<file path="config.mk">
export PLATFORM = sky130hd
export DESIGN_NAME = blink_sequencer_flat
export DESIGN_NICKNAME = d
export VERILOG_FILES = /design/src/rtl/blink_sequencer_pkg.sv /design/src/rtl/blink_sequencer_if.sv /design/src/rtl/blink_sequencer_tick_gen.sv /design/src/rtl/blink_sequencer.sv /design/src/flat_wrapper.sv
export SDC_FILE = /design/constraint.sdc
export NUM_CORES = 1
export LEC_CHECK = 0
export CORE_MARGIN = 2
export CORE_UTILIZATION = 41
export DETAILED_ROUTE_END_ITERATION = 7
export PLACE_DENSITY_LB_ADDON = 0.2
export SLEW_MARGIN = 20
export SYNTH_ARGS = -nofsm -noshare
export SYNTH_HDL_FRONTEND = slang
export SYNTH_SLANG_ARGS = --single-unit
</file>
<file path="constraint.sdc">
create_clock -name i_clk -period 2.8 [get_ports i_clk]
set_clock_uncertainty 0.2 [all_clocks]
set_input_delay 0.28 -clock i_clk [delete_from_list [all_inputs] [get_ports i_clk]]
set_output_delay 0.28 -clock i_clk [all_outputs]
set_load 0.05 [all_outputs]
</file>
<file path="src/rtl/blink_sequencer_pkg.sv">
// ============================================================================
// blink_pkg
// Shared types and helpers for the blink_sequencer LED pattern controller.
// Revision: 1.0
// ============================================================================
`default_nettype none

package blink_pkg;

  typedef enum logic [1:0] {
    ST_IDLE = 2'd0,
    ST_LOAD = 2'd1,
    ST_RUN  = 2'd2
  } state_e;

  localparam int DUR_W_DEF = 8;
  localparam int LED_BIT   = DUR_W_DEF;

  // An entry is {led, duration}; the LED level sits just above the duration field.
  function automatic int led_bit(input int dur_w);
    return dur_w;
  endfunction

  function automatic logic [31:0] default_inc(input longint clk_hz, input longint tick_hz);
    logic [63:0] num;
    num = 64'(tick_hz) << 32;
    return 32'(num / 64'(clk_hz));
  endfunction

endpackage

`default_nettype wire

</file>
<file path="src/rtl/blink_sequencer_if.sv">
// ============================================================================
// blink_sequencer_if
// Host write port, pattern control and LED/status outputs of blink_sequencer.
// Revision: 1.0
// ============================================================================
`default_nettype none

interface blink_sequencer_if #(
  parameter int NSTEPS = 8,
  parameter int DUR_W  = 8
);
  localparam int AW = $clog2(NSTEPS);

  logic              i_wr;
  logic [AW-1:0]     i_waddr;
  logic [DUR_W:0]    i_wdata;
  logic              i_inc_wr;
  logic [31:0]       i_inc;
  logic              i_start;
  logic              i_stop;
  logic              i_repeat;
  logic              o_led;
  logic              o_busy;
  logic              o_done;
  logic              o_tick;

  modport master (
    output i_wr, i_waddr, i_wdata, i_inc_wr, i_inc, i_start, i_stop, i_repeat,
    input  o_led, o_busy, o_done, o_tick
  );

  modport slave (
    input  i_wr, i_waddr, i_wdata, i_inc_wr, i_inc, i_start, i_stop, i_repeat,
    output o_led, o_busy, o_done, o_tick
  );

endinterface

`default_nettype wire

</file>
<file path="src/rtl/blink_sequencer_tick_gen.sv">
// ============================================================================
// tick_gen
// 32-bit phase accumulator; a carry-out becomes a one-cycle tick next cycle.
// Revision: 1.0
// ============================================================================
`default_nettype none

module tick_gen #(
  parameter logic [31:0] INCREMENT = 32'd4294
) (
  input  wire logic        i_clk,
  input  wire logic        i_reset,
  input  wire logic        i_clr,
  input  wire logic        i_en,
  input  wire logic        i_inc_wr,
  input  wire logic [31:0] i_inc,
  output logic             o_tick
);

  logic [31:0] acc_q, acc_d;
  logic [31:0] inc_q, inc_d;
  logic        tick_q, tick_d;
  logic [32:0] sum;

  // The sum always uses the current increment, so a load lands after any in-flight tick.
  always_comb begin
    sum    = {1'b0, acc_q} + {1'b0, inc_q};
    acc_d  = acc_q;
    tick_d = 1'b0;
    inc_d  = i_inc_wr ? i_inc : inc_q;
    if (i_clr) begin
      acc_d = '0;
    end else if (i_en) begin
      acc_d  = sum[31:0];
      tick_d = sum[32];
    end
  end

  always_ff @(posedge i_clk) begin
    if (i_reset) begin
      acc_q  <= '0;
      inc_q  <= INCREMENT;
      tick_q <= 1'b0;
    end else begin
      acc_q  <= acc_d;
      inc_q  <= inc_d;
      tick_q <= tick_d;
    end
  end

  assign o_tick = tick_q;

endmodule

`default_nettype wire

</file>
<file path="src/rtl/blink_sequencer.sv">
// ============================================================================
// blink_sequencer
// Steps the LED through a stored list of {led, duration} entries, timed by tick_gen.
// Revision: 1.0
// ============================================================================
`default_nettype none

module blink_sequencer
  import blink_pkg::*;
#(
  parameter int          CLOCK_RATE_HZ = 100_000_000,
  parameter int          TICK_HZ       = 100,
  parameter logic [31:0] INCREMENT     = default_inc(CLOCK_RATE_HZ, TICK_HZ),
  parameter int          NSTEPS        = 8,
  parameter int          DUR_W         = DUR_W_DEF
) (
  input wire logic          i_clk,
  input wire logic          i_reset,
  blink_sequencer_if.slave  bus
);

  localparam int              IDX_W   = $clog2(NSTEPS);
  localparam int              LED_POS = led_bit(DUR_W);
  localparam logic [IDX_W:0]  IDX_ONE = 1;
  localparam logic [DUR_W-1:0] DUR_ONE = 1;

  state_e             state_q, state_d;
  logic [IDX_W:0]     idx_q, idx_d;
  logic [DUR_W-1:0]   remain_q, remain_d;
  logic               led_q, led_d;
  logic               done_q, done_d;
  logic [DUR_W:0]     ram_q [NSTEPS];
  logic [DUR_W:0]     ram_d [NSTEPS];
  logic [DUR_W:0]     entry;
  logic               term;
  logic               busy;
  logic               tick;

  assign busy = (state_q != ST_IDLE);

  tick_gen #(
    .INCREMENT (INCREMENT)
  ) u_tick_gen (
    .i_clk    (i_clk),
    .i_reset  (i_reset),
    .i_clr    (!busy),
    .i_en     (busy),
    .i_inc_wr (bus.i_inc_wr),
    .i_inc    (bus.i_inc),
    .o_tick   (tick)
  );

  always_comb begin
    for (int k = 0; k < NSTEPS; k++) begin
      ram_d[k] = ram_q[k];
      if (bus.i_wr && !busy && (bus.i_waddr == IDX_W'(k))) begin
        ram_d[k] = bus.i_wdata;
      end
    end
  end

  // The extra index bit flags a walk past the last entry, which ends the pattern.
  always_comb begin
    entry    = ram_q[idx_q[IDX_W-1:0]];
    term     = idx_q[IDX_W] || (entry[DUR_W-1:0] == '0);
    state_d  = state_q;
    idx_d    = idx_q;
    remain_d = remain_q;
    led_d    = led_q;
    done_d   = 1'b0;
    case (state_q)
      ST_IDLE: begin
        led_d = 1'b0;
        if (bus.i_start) begin
          state_d = ST_LOAD;
          idx_d   = '0;
        end
      end
      ST_LOAD: begin
        if (term) begin
          if (bus.i_repeat && (idx_q != '0)) begin
            idx_d = '0;
          end else begin
            state_d = ST_IDLE;
            done_d  = 1'b1;
          end
        end else begin
          remain_d = entry[DUR_W-1:0];
          led_d    = entry[LED_POS];
          state_d  = ST_RUN;
        end
      end
      ST_RUN: begin
        if (tick) begin
          remain_d = remain_q - DUR_ONE;
          if (remain_q == DUR_ONE) begin
            idx_d   = idx_q + IDX_ONE;
            state_d = ST_LOAD;
          end
        end
      end
      default: state_d = ST_IDLE;
    endcase
    if (bus.i_stop && busy) begin
      state_d = ST_IDLE;
      led_d   = 1'b0;
      done_d  = 1'b0;
    end
  end

  always_ff @(posedge i_clk) begin
    if (i_reset) begin
      state_q  <= ST_IDLE;
      idx_q    <= '0;
      remain_q <= '0;
      led_q    <= 1'b0;
      done_q   <= 1'b0;
    end else begin
      state_q  <= state_d;
      idx_q    <= idx_d;
      remain_q <= remain_d;
      led_q    <= led_d;
      done_q   <= done_d;
    end
  end

  always_ff @(posedge i_clk) begin
    ram_q <= ram_d;
  end

  assign bus.o_led  = led_q;
  assign bus.o_busy = busy;
  assign bus.o_done = done_q;
  assign bus.o_tick = tick;

endmodule

`default_nettype wire

</file>
<file path="src/flat_wrapper.sv">
// flat-port wrapper written by rule: the top's interface ports become plain ports
module blink_sequencer_flat import blink_pkg::*;
#(
  parameter int          CLOCK_RATE_HZ = 100_000_000,
  parameter int          TICK_HZ       = 100,
  parameter logic [31:0] INCREMENT     = default_inc(CLOCK_RATE_HZ, TICK_HZ),
  parameter int          NSTEPS        = 8,
  parameter int          DUR_W         = DUR_W_DEF
)
  (i_clk, i_reset, bus_i_wr, bus_i_waddr, bus_i_wdata, bus_i_inc_wr, bus_i_inc, bus_i_start, bus_i_stop, bus_i_repeat, bus_o_led, bus_o_busy, bus_o_done, bus_o_tick);
  blink_sequencer_if #(.NSTEPS(NSTEPS), .DUR_W(DUR_W)) bus_i ();
  input wire logic i_clk;
  input wire logic i_reset;
  input wire logic [$bits(bus_i.i_wr)-1:0] bus_i_wr;
  input wire logic [$bits(bus_i.i_waddr)-1:0] bus_i_waddr;
  input wire logic [$bits(bus_i.i_wdata)-1:0] bus_i_wdata;
  input wire logic [$bits(bus_i.i_inc_wr)-1:0] bus_i_inc_wr;
  input wire logic [$bits(bus_i.i_inc)-1:0] bus_i_inc;
  input wire logic [$bits(bus_i.i_start)-1:0] bus_i_start;
  input wire logic [$bits(bus_i.i_stop)-1:0] bus_i_stop;
  input wire logic [$bits(bus_i.i_repeat)-1:0] bus_i_repeat;
  output wire logic [$bits(bus_i.o_led)-1:0] bus_o_led;
  output wire logic [$bits(bus_i.o_busy)-1:0] bus_o_busy;
  output wire logic [$bits(bus_i.o_done)-1:0] bus_o_done;
  output wire logic [$bits(bus_i.o_tick)-1:0] bus_o_tick;
  assign bus_i.i_wr = bus_i_wr;
  assign bus_i.i_waddr = bus_i_waddr;
  assign bus_i.i_wdata = bus_i_wdata;
  assign bus_i.i_inc_wr = bus_i_inc_wr;
  assign bus_i.i_inc = bus_i_inc;
  assign bus_i.i_start = bus_i_start;
  assign bus_i.i_stop = bus_i_stop;
  assign bus_i.i_repeat = bus_i_repeat;
  assign bus_o_led = bus_i.o_led;
  assign bus_o_busy = bus_i.o_busy;
  assign bus_o_done = bus_i.o_done;
  assign bus_o_tick = bus_i.o_tick;
  blink_sequencer #(.CLOCK_RATE_HZ(CLOCK_RATE_HZ), .TICK_HZ(TICK_HZ), .INCREMENT(INCREMENT), .NSTEPS(NSTEPS), .DUR_W(DUR_W)) u_core (.i_clk(i_clk), .i_reset(i_reset), .bus(bus_i));
endmodule
</file>
== After elaboration in Yosys (flattened, before gate mapping) ==
Index checks and enable logic that the tools add are counted.

* Flip-flop bits (word level): 153
* Bits of input ports: 51
* Output and inout port bits: 4
* Logic and storage cells: 90

* $add $sub $neg: 3
* $lt $le $gt $ge: 1
* Equal/unequal tests: 17
* Mux-type cells: 21
* Bitwise logic cells: 4
* Reduce and logical (&&, ||, !) cells: 28

{| class="wikitable"
|+ Operators with widths
! cell !! count
|-
| adder 32 x 32 -> 33 bit || 1
|-
| binary-select mux 9 bit (select 3 bit) || 1
|-
| 2-to-1 mux 4 bit || 5
|-
| 2-to-1 mux 9 bit || 2
|-
| 2-to-1 mux 8 bit || 2
|-
| case mux 8 bit (2 select lines) || 1
|-
| == test 3 bit (second input constant) || 4
|-
| case mux 4 bit (3 select lines) || 1
|-
| logical AND 1 bit || 11
|-
| 2-to-1 mux 2 bit || 5
|-
| == test 8 x 1 -> 1 bit (second input constant) || 1
|-
| zero test 8 bit || 1
|-
| subtractor 8 x 1 -> 8 bit (second input constant) || 1
|-
| == test 3 x 2 -> 1 bit (second input constant) || 2
|-
| inequality test 2 x 1 -> 1 bit (second input constant) || 3
|-
| inequality test 2 bit (second input constant) || 3
|-
| case mux 2 bit (3 select lines) || 1
|-
| AND reduction 6 bit || 1
|-
| nonzero test 2 bit || 3
|-
| adder 4 x 1 -> 4 bit (second input constant) || 1
|-
| >= comparator 4 bit (second input constant) || 1
|-
| NOT 3 -> 4 bit || 1
|-
| AND reduction 4 bit || 1
|-
| nonzero test 4 bit || 1
|-
| other kinds (16) || 20
|}

== Logic depth before layout (Yosys ltp) ==
* Depth after elaboration: 8
* Depth in mapped cells: 9
* Gate-level depth less buffers: 9

== Modules after synthesis ==
Synthesis repeated with hierarchy kept, for this count alone.

* Cell total of the unflattened synthesis: 702
* Area total of the unflattened synthesis: 7772.5 µm²

{| class="wikitable"
|+ By module, submodules not included
! module !! times used !! cells each !! area each (µm²) !! seq. area each (µm²)
|-
| tick_gen || 1 || 462 || 3932.5 || 1301.2
|-
| blink_sequencer || 1 || 240 || 3839.9 || 2482.4
|}

== Worst setup path before layout ==
No wires, ideal clock.

* Path type: flip-flop to flip-flop
* Start: register u_core.idx_q[0]
* End: register u_core.remain_q[0]
* Setup time: 0.120 ns
* Arrival: 2.227 ns
* Data required time: 2.480 ns
* Path slack: 0.253 ns
* Stages on the path, launching flop included: 10
* Path buffers: 2
* Clock period less this slack: 2.547 ns
* Path through: dfxtp_1 buf_6 mux4_1 nor4_1 nand3_1 and4b_1 buf_6 nor2_8 a2111oi_1 or2_1

* Word-level cells in the longest chain between the ends: 8
* Elaborated cells on any way between the ends: 10
* Classes of those cells: 1 x eq/ne; 5 x mux; 1 x bitwise; 3 x reduce/logical

{| class="wikitable"
|+ RTL lines
! element !! RTL line !! RTL
|-
| start: declaration || blink_sequencer.sv:28 || <nowiki>logic [IDX_W:0] idx_q, idx_d;</nowiki>
|-
| start signal: assignment || blink_sequencer.sv:120 || <nowiki>idx_q <= idx_d;</nowiki>
|-
| NOT 3 -> 4 bit (implied by the code) (*) || blink_sequencer.sv:64 || <nowiki>entry = ram_q[idx_q[IDX_W-1:0]];</nowiki>
|-
| binary-select mux 9 bit (select 3 bit) (*) || blink_sequencer.sv:64 ||
|-
| 2-to-1 mux 9 bit (implied by the code) (*) (2 in a row) || blink_sequencer.sv:64 ||
|-
| zero test 8 bit || blink_sequencer.sv:65 || <nowiki>term = idx_q[IDX_W] || (entry[DUR_W-1:0] == '0);</nowiki>
|-
| logical OR 1 bit || blink_sequencer.sv:65 ||
|-
| inequality test 2 bit (no line) || n/a ||
|-
| AND reduction 3 bit (no line) || n/a ||
|-
| end signal: assignment || blink_sequencer.sv:121 || <nowiki>remain_q <= remain_d;</nowiki>
|-
| end: declaration || blink_sequencer.sv:29 || <nowiki>logic [DUR_W-1:0] remain_q, remain_d;</nowiki>
|}

Mark *: on every way between the ends. The rest lies on a longest branch, timed or not. The select of a mux whose other input is x is not followed.
A chain may end at the register's enable or synchronous reset.

== Worst setup path in the final report ==
Ends and elaborated chain as after synthesis.

==> reports/results.txt <==
Clock insertion delay at the later pin of the skew report -> 0.43 ns
Worst supply voltage drop on vdd -> 0.000533 V
Clock H-tree levels -> 4
Number of setup violations in the final report -> 0
Cell type contributing the most total cell area after synthesis -> edfxtp_1
Post-Synthesis Cell Area -> 7540 um^2
Top delay family on crit path -> simple AND/OR/NAND/NOR gates
Die Span X -> 140 um
Final estimated routing congestion in global placement -> 0.861
Yosys warning total -> 0
XOR/XNOR share of the synthesized area -> 0.0209
Clock tree from TritonCTS -> built
Floorplan die height -> 140 um
Maximum capacitance violations -> 0
Setup bufs post-CTS -> 0
Initial core utilization -> 0.418
Buffer levels on the longest clock path -> 2
Detailed placement HPWL -> 11,900 um
Dpl ws -> -0.0230 ns
Antenna Diode Count -> 0
Drt first-iter violations -> 517
Max-slew violation total from the final report -> 0
Vias in the first global route -> 5,246
Post-Syn Nets -> 773
Synth Flop Type -> dfxtp_1
Pin count of the biggest net entering global routing -> 30
Routed wirelength normalized by instance count -> 16.9 um
Number of top-level pins -> 55
Post-synth cell types -> 67
Core area -> 18,000 um^2
Element type at the critical path start -> flop
Layout cell share with drive strength beyond 1 -> 0.111
Drt total wl -> 16,800 um
Number of buffers created by CTS -> 17
Clock edge transition at the registers on the reported setup and hold paths -> 0.07 ns
Critical path's slowest cell -> mux4_1
Depth of the worst register-to-register path -> 8
Num Clock Sinks -> 153
Setup slack of the most critical reg-to-reg path -> 0.08 ns
Fraction of the mapped netlist area in compound gates -> 0.135
Global-route wire length before repair -> 26,800 um
Fraction of registers with async set/reset -> 0
Worst Path Class, Setup -> reg2reg
Total grt overflow -> 0
Main combinational cell family by area after synthesis -> simple AND/OR/NAND/NOR gates
Period utilisation layout -> 0.973
All-Layer GR Usage -> 0.172
Clk Tree Root Cell -> clkbuf_16
Hold violation total from the final report -> 0
Actual transition at the worst max-transition pin -> 0.557 ns
Port Buffers -> 54
Post-synth EDFFs -> 72
Reported leakage power -> 3.60 nW
Min Clock Period, post-route -> 2.72 ns
Data arrival time at the worst-slack endpoint -> 2.84 ns
Logic depth of the worst path, buffers included -> 8
Number of remaining DRC errors -> 0
Pwr Density -> 571 nW/um^2
Post-synthesis mux area share -> 0.112
Placed instance count -> 961
DR vias -> 5,471
Worst hold stages -> 3
Crit path buf inv count -> 1
Filler cell count -> 1,608
Status -> complete, no violations
DR vias/cell -> 5.50
Top cells by area, synth -> edfxtp_1 (29%), dfxtp_1 (22%), ha_1 (6.0%), mux2i_1 (5.0%), nor2_1 (4.3%)
Average cell area after synthesis -> 11.0 um^2
Critical path's largest stage delay -> 0.61 ns
Post-synthesis simple-gate area fraction -> 0.137
Post-route insts no fill -> 994
Register area share after synthesis -> 0.502
Area growth from synthesis to final layout -> 19.8%
# rows -> 49
Synth Area in Adders -> 0.0624
Tightest Hold Check Type -> in2reg
Worst-case headroom to the max-slew limit -> 0.627
Highest clock rate -> 367 MHz
Sequence of cells on the critical path -> buf_12, mux4_1, nor4_2, nand3_1, and4b_2, nor2_8, a2111oi_1, or2_1
Hold-fix buffers, CTS -> 0
Detailed Routing Iterations Pass 1 -> 4
Highest net fanout along the worst path -> 11
Overall power after layout -> 5.15 mW
Share of the synthesized area in the top cell type -> 0.287
Post-synthesis sequential element count -> 153
Endpoint type of the worst setup path -> flop
Number of standard cells after synthesis -> 685
Initial antenna violation count -> 0
Floorplan die area -> 19,500 um^2
Crit path setup slack, layout -> 0.0754 ns
Critical path required time -> 2.92 ns
Post-DRT Antenna Nets -> 0
Total Nets Final -> 840
[metrics by stage]
stage | hold slack (ns) | cell area, um^2 | utilization | setup TNS (ns)
after global placement | 0.254 | 8390 | 0.466 | 0
after CTS | 0.154 | 8990 | 0.499 | 0
after detailed placement | 0.274 | 8390 | 0.466 | -0.0250
final | 0.175 | 9030 | 0.501 | 0
after global routing | 0.172 | 9030 | 0.501 | -0.0520
after floorplan | 0.159 | 7540 | - | 0
[cells in the final DEF (no fill, tap or decap), drive strengths merged, types with 21 or more instances in the layout]
cell,n
clkdlybuf4s50,52
dfxtp,81
nand2,47
edfxtp,72
ha,36
a21o,21
nor2,87
mux2i,38
buf,27
a21oi,47
inv,25
[cell usage after synthesis (7+ instances only)]
| library cell | n |
|---|---|
| o21ai_0 | 19 |
| nor3_1 | 16 |
| xor2_1 | 9 |
| a21oi_1 | 47 |
| nand3_1 | 15 |
| and3_1 | 8 |
| nand2_1 | 47 |
| nor4_1 | 8 |
| clkbuf_1 | 21 |
| dfxtp_1 | 81 |
| nor2_1 | 86 |
| inv_1 | 16 |
| a21o_1 | 21 |
| xnor2_1 | 9 |
| ha_1 | 36 |
| a211o_1 | 8 |
| a31oi_1 | 8 |
| a211oi_1 | 7 |
| nor2b_1 | 7 |
| mux4_1 | 12 |
| edfxtp_1 | 72 |
| mux2i_1 | 38 |
[cells by family (layout without fill, tap and decap cells)]
| group | count (synthesis) | in the layout |
|---|---|---|
| compound gates | 153 | 153 |
| simple gates | 219 | 219 |
| xor+xnor | 18 | 18 |
| buf+inv | 48 | 128 |
| flops | 153 | 153 |
| mux | 57 | 57 |
| fa+ha+maj | 37 | 37 |
[power by group]
group,internal [mW],switching (mW)
clock network,1.20,1.05
registers,2.41,0.0357
logic,0.211,0.254
[final cells by class]
type | count | area (um^2) | share of cell area
clock buffers | 17 | 425 | 0.0471
inverters | 16 | 60.1 | 0.00665
flip-flops and latches | 153 | 3780 | 0.419
repair buffers | 80 | 768 | 0.0851
multi-input cells | 484 | 3540 | 0.392
clock inverters | 15 | 164 | 0.0181
well taps | 229 | 287 | 0.0317
[repair_timing]
item                                    in CTS  in global routing
resized for setup                            1                 12
pin swaps                                    0                  5
endpoints found under the setup margin       2                 23
gates cloned                                 0                  1
[state kept, by name, summed over array words and instances (netlist names)]
signal / flops
u_core.idx_q: 4
u_core.u_tick_gen.inc_q: 32
u_core.bus.o_done: 1
u_core.state_q: 2
u_core.u_tick_gen.o_tick: 1
u_core.remain_q: 8
u_core.u_tick_gen.acc_q: 32
u_core.bus.o_led: 1
u_core.ram_q: 72
[worst min-delay path: cells and delay by family]
family / cells / cell delay (ns)
AND/OR/NAND/NOR: 1 / 0.12
buffers and inverters: 2 / 0.35
[path summary, 6_finish.rpt]
kind | startpoint | endpoint
worst max-delay path | u_core.idx_q[0]$_SDFFE_PP0P_ | u_core.remain_q[0]$_SDFFE_PP0P_
worst min-delay path | i_reset | u_core.u_tick_gen.inc_q[23]$_SDFFE_PP0P_
worst max register to register | u_core.idx_q[0]$_SDFFE_PP0P_ | u_core.remain_q[0]$_SDFFE_PP0P_
worst min register to register | u_core.remain_q[1]$_SDFFE_PP0P_ | u_core.remain_q[1]$_SDFFE_PP0P_
[metal layers]
layer  vias up  track usage  part of all wire
li1       2691            -                 -
met5         -            0                 0
met4         0       0.0495             0.013
met3        17       0.0403             0.047
met2       125        0.272              0.47
met1      2638        0.239              0.47
No activity file was read; power rests on OpenSTA's default activity.
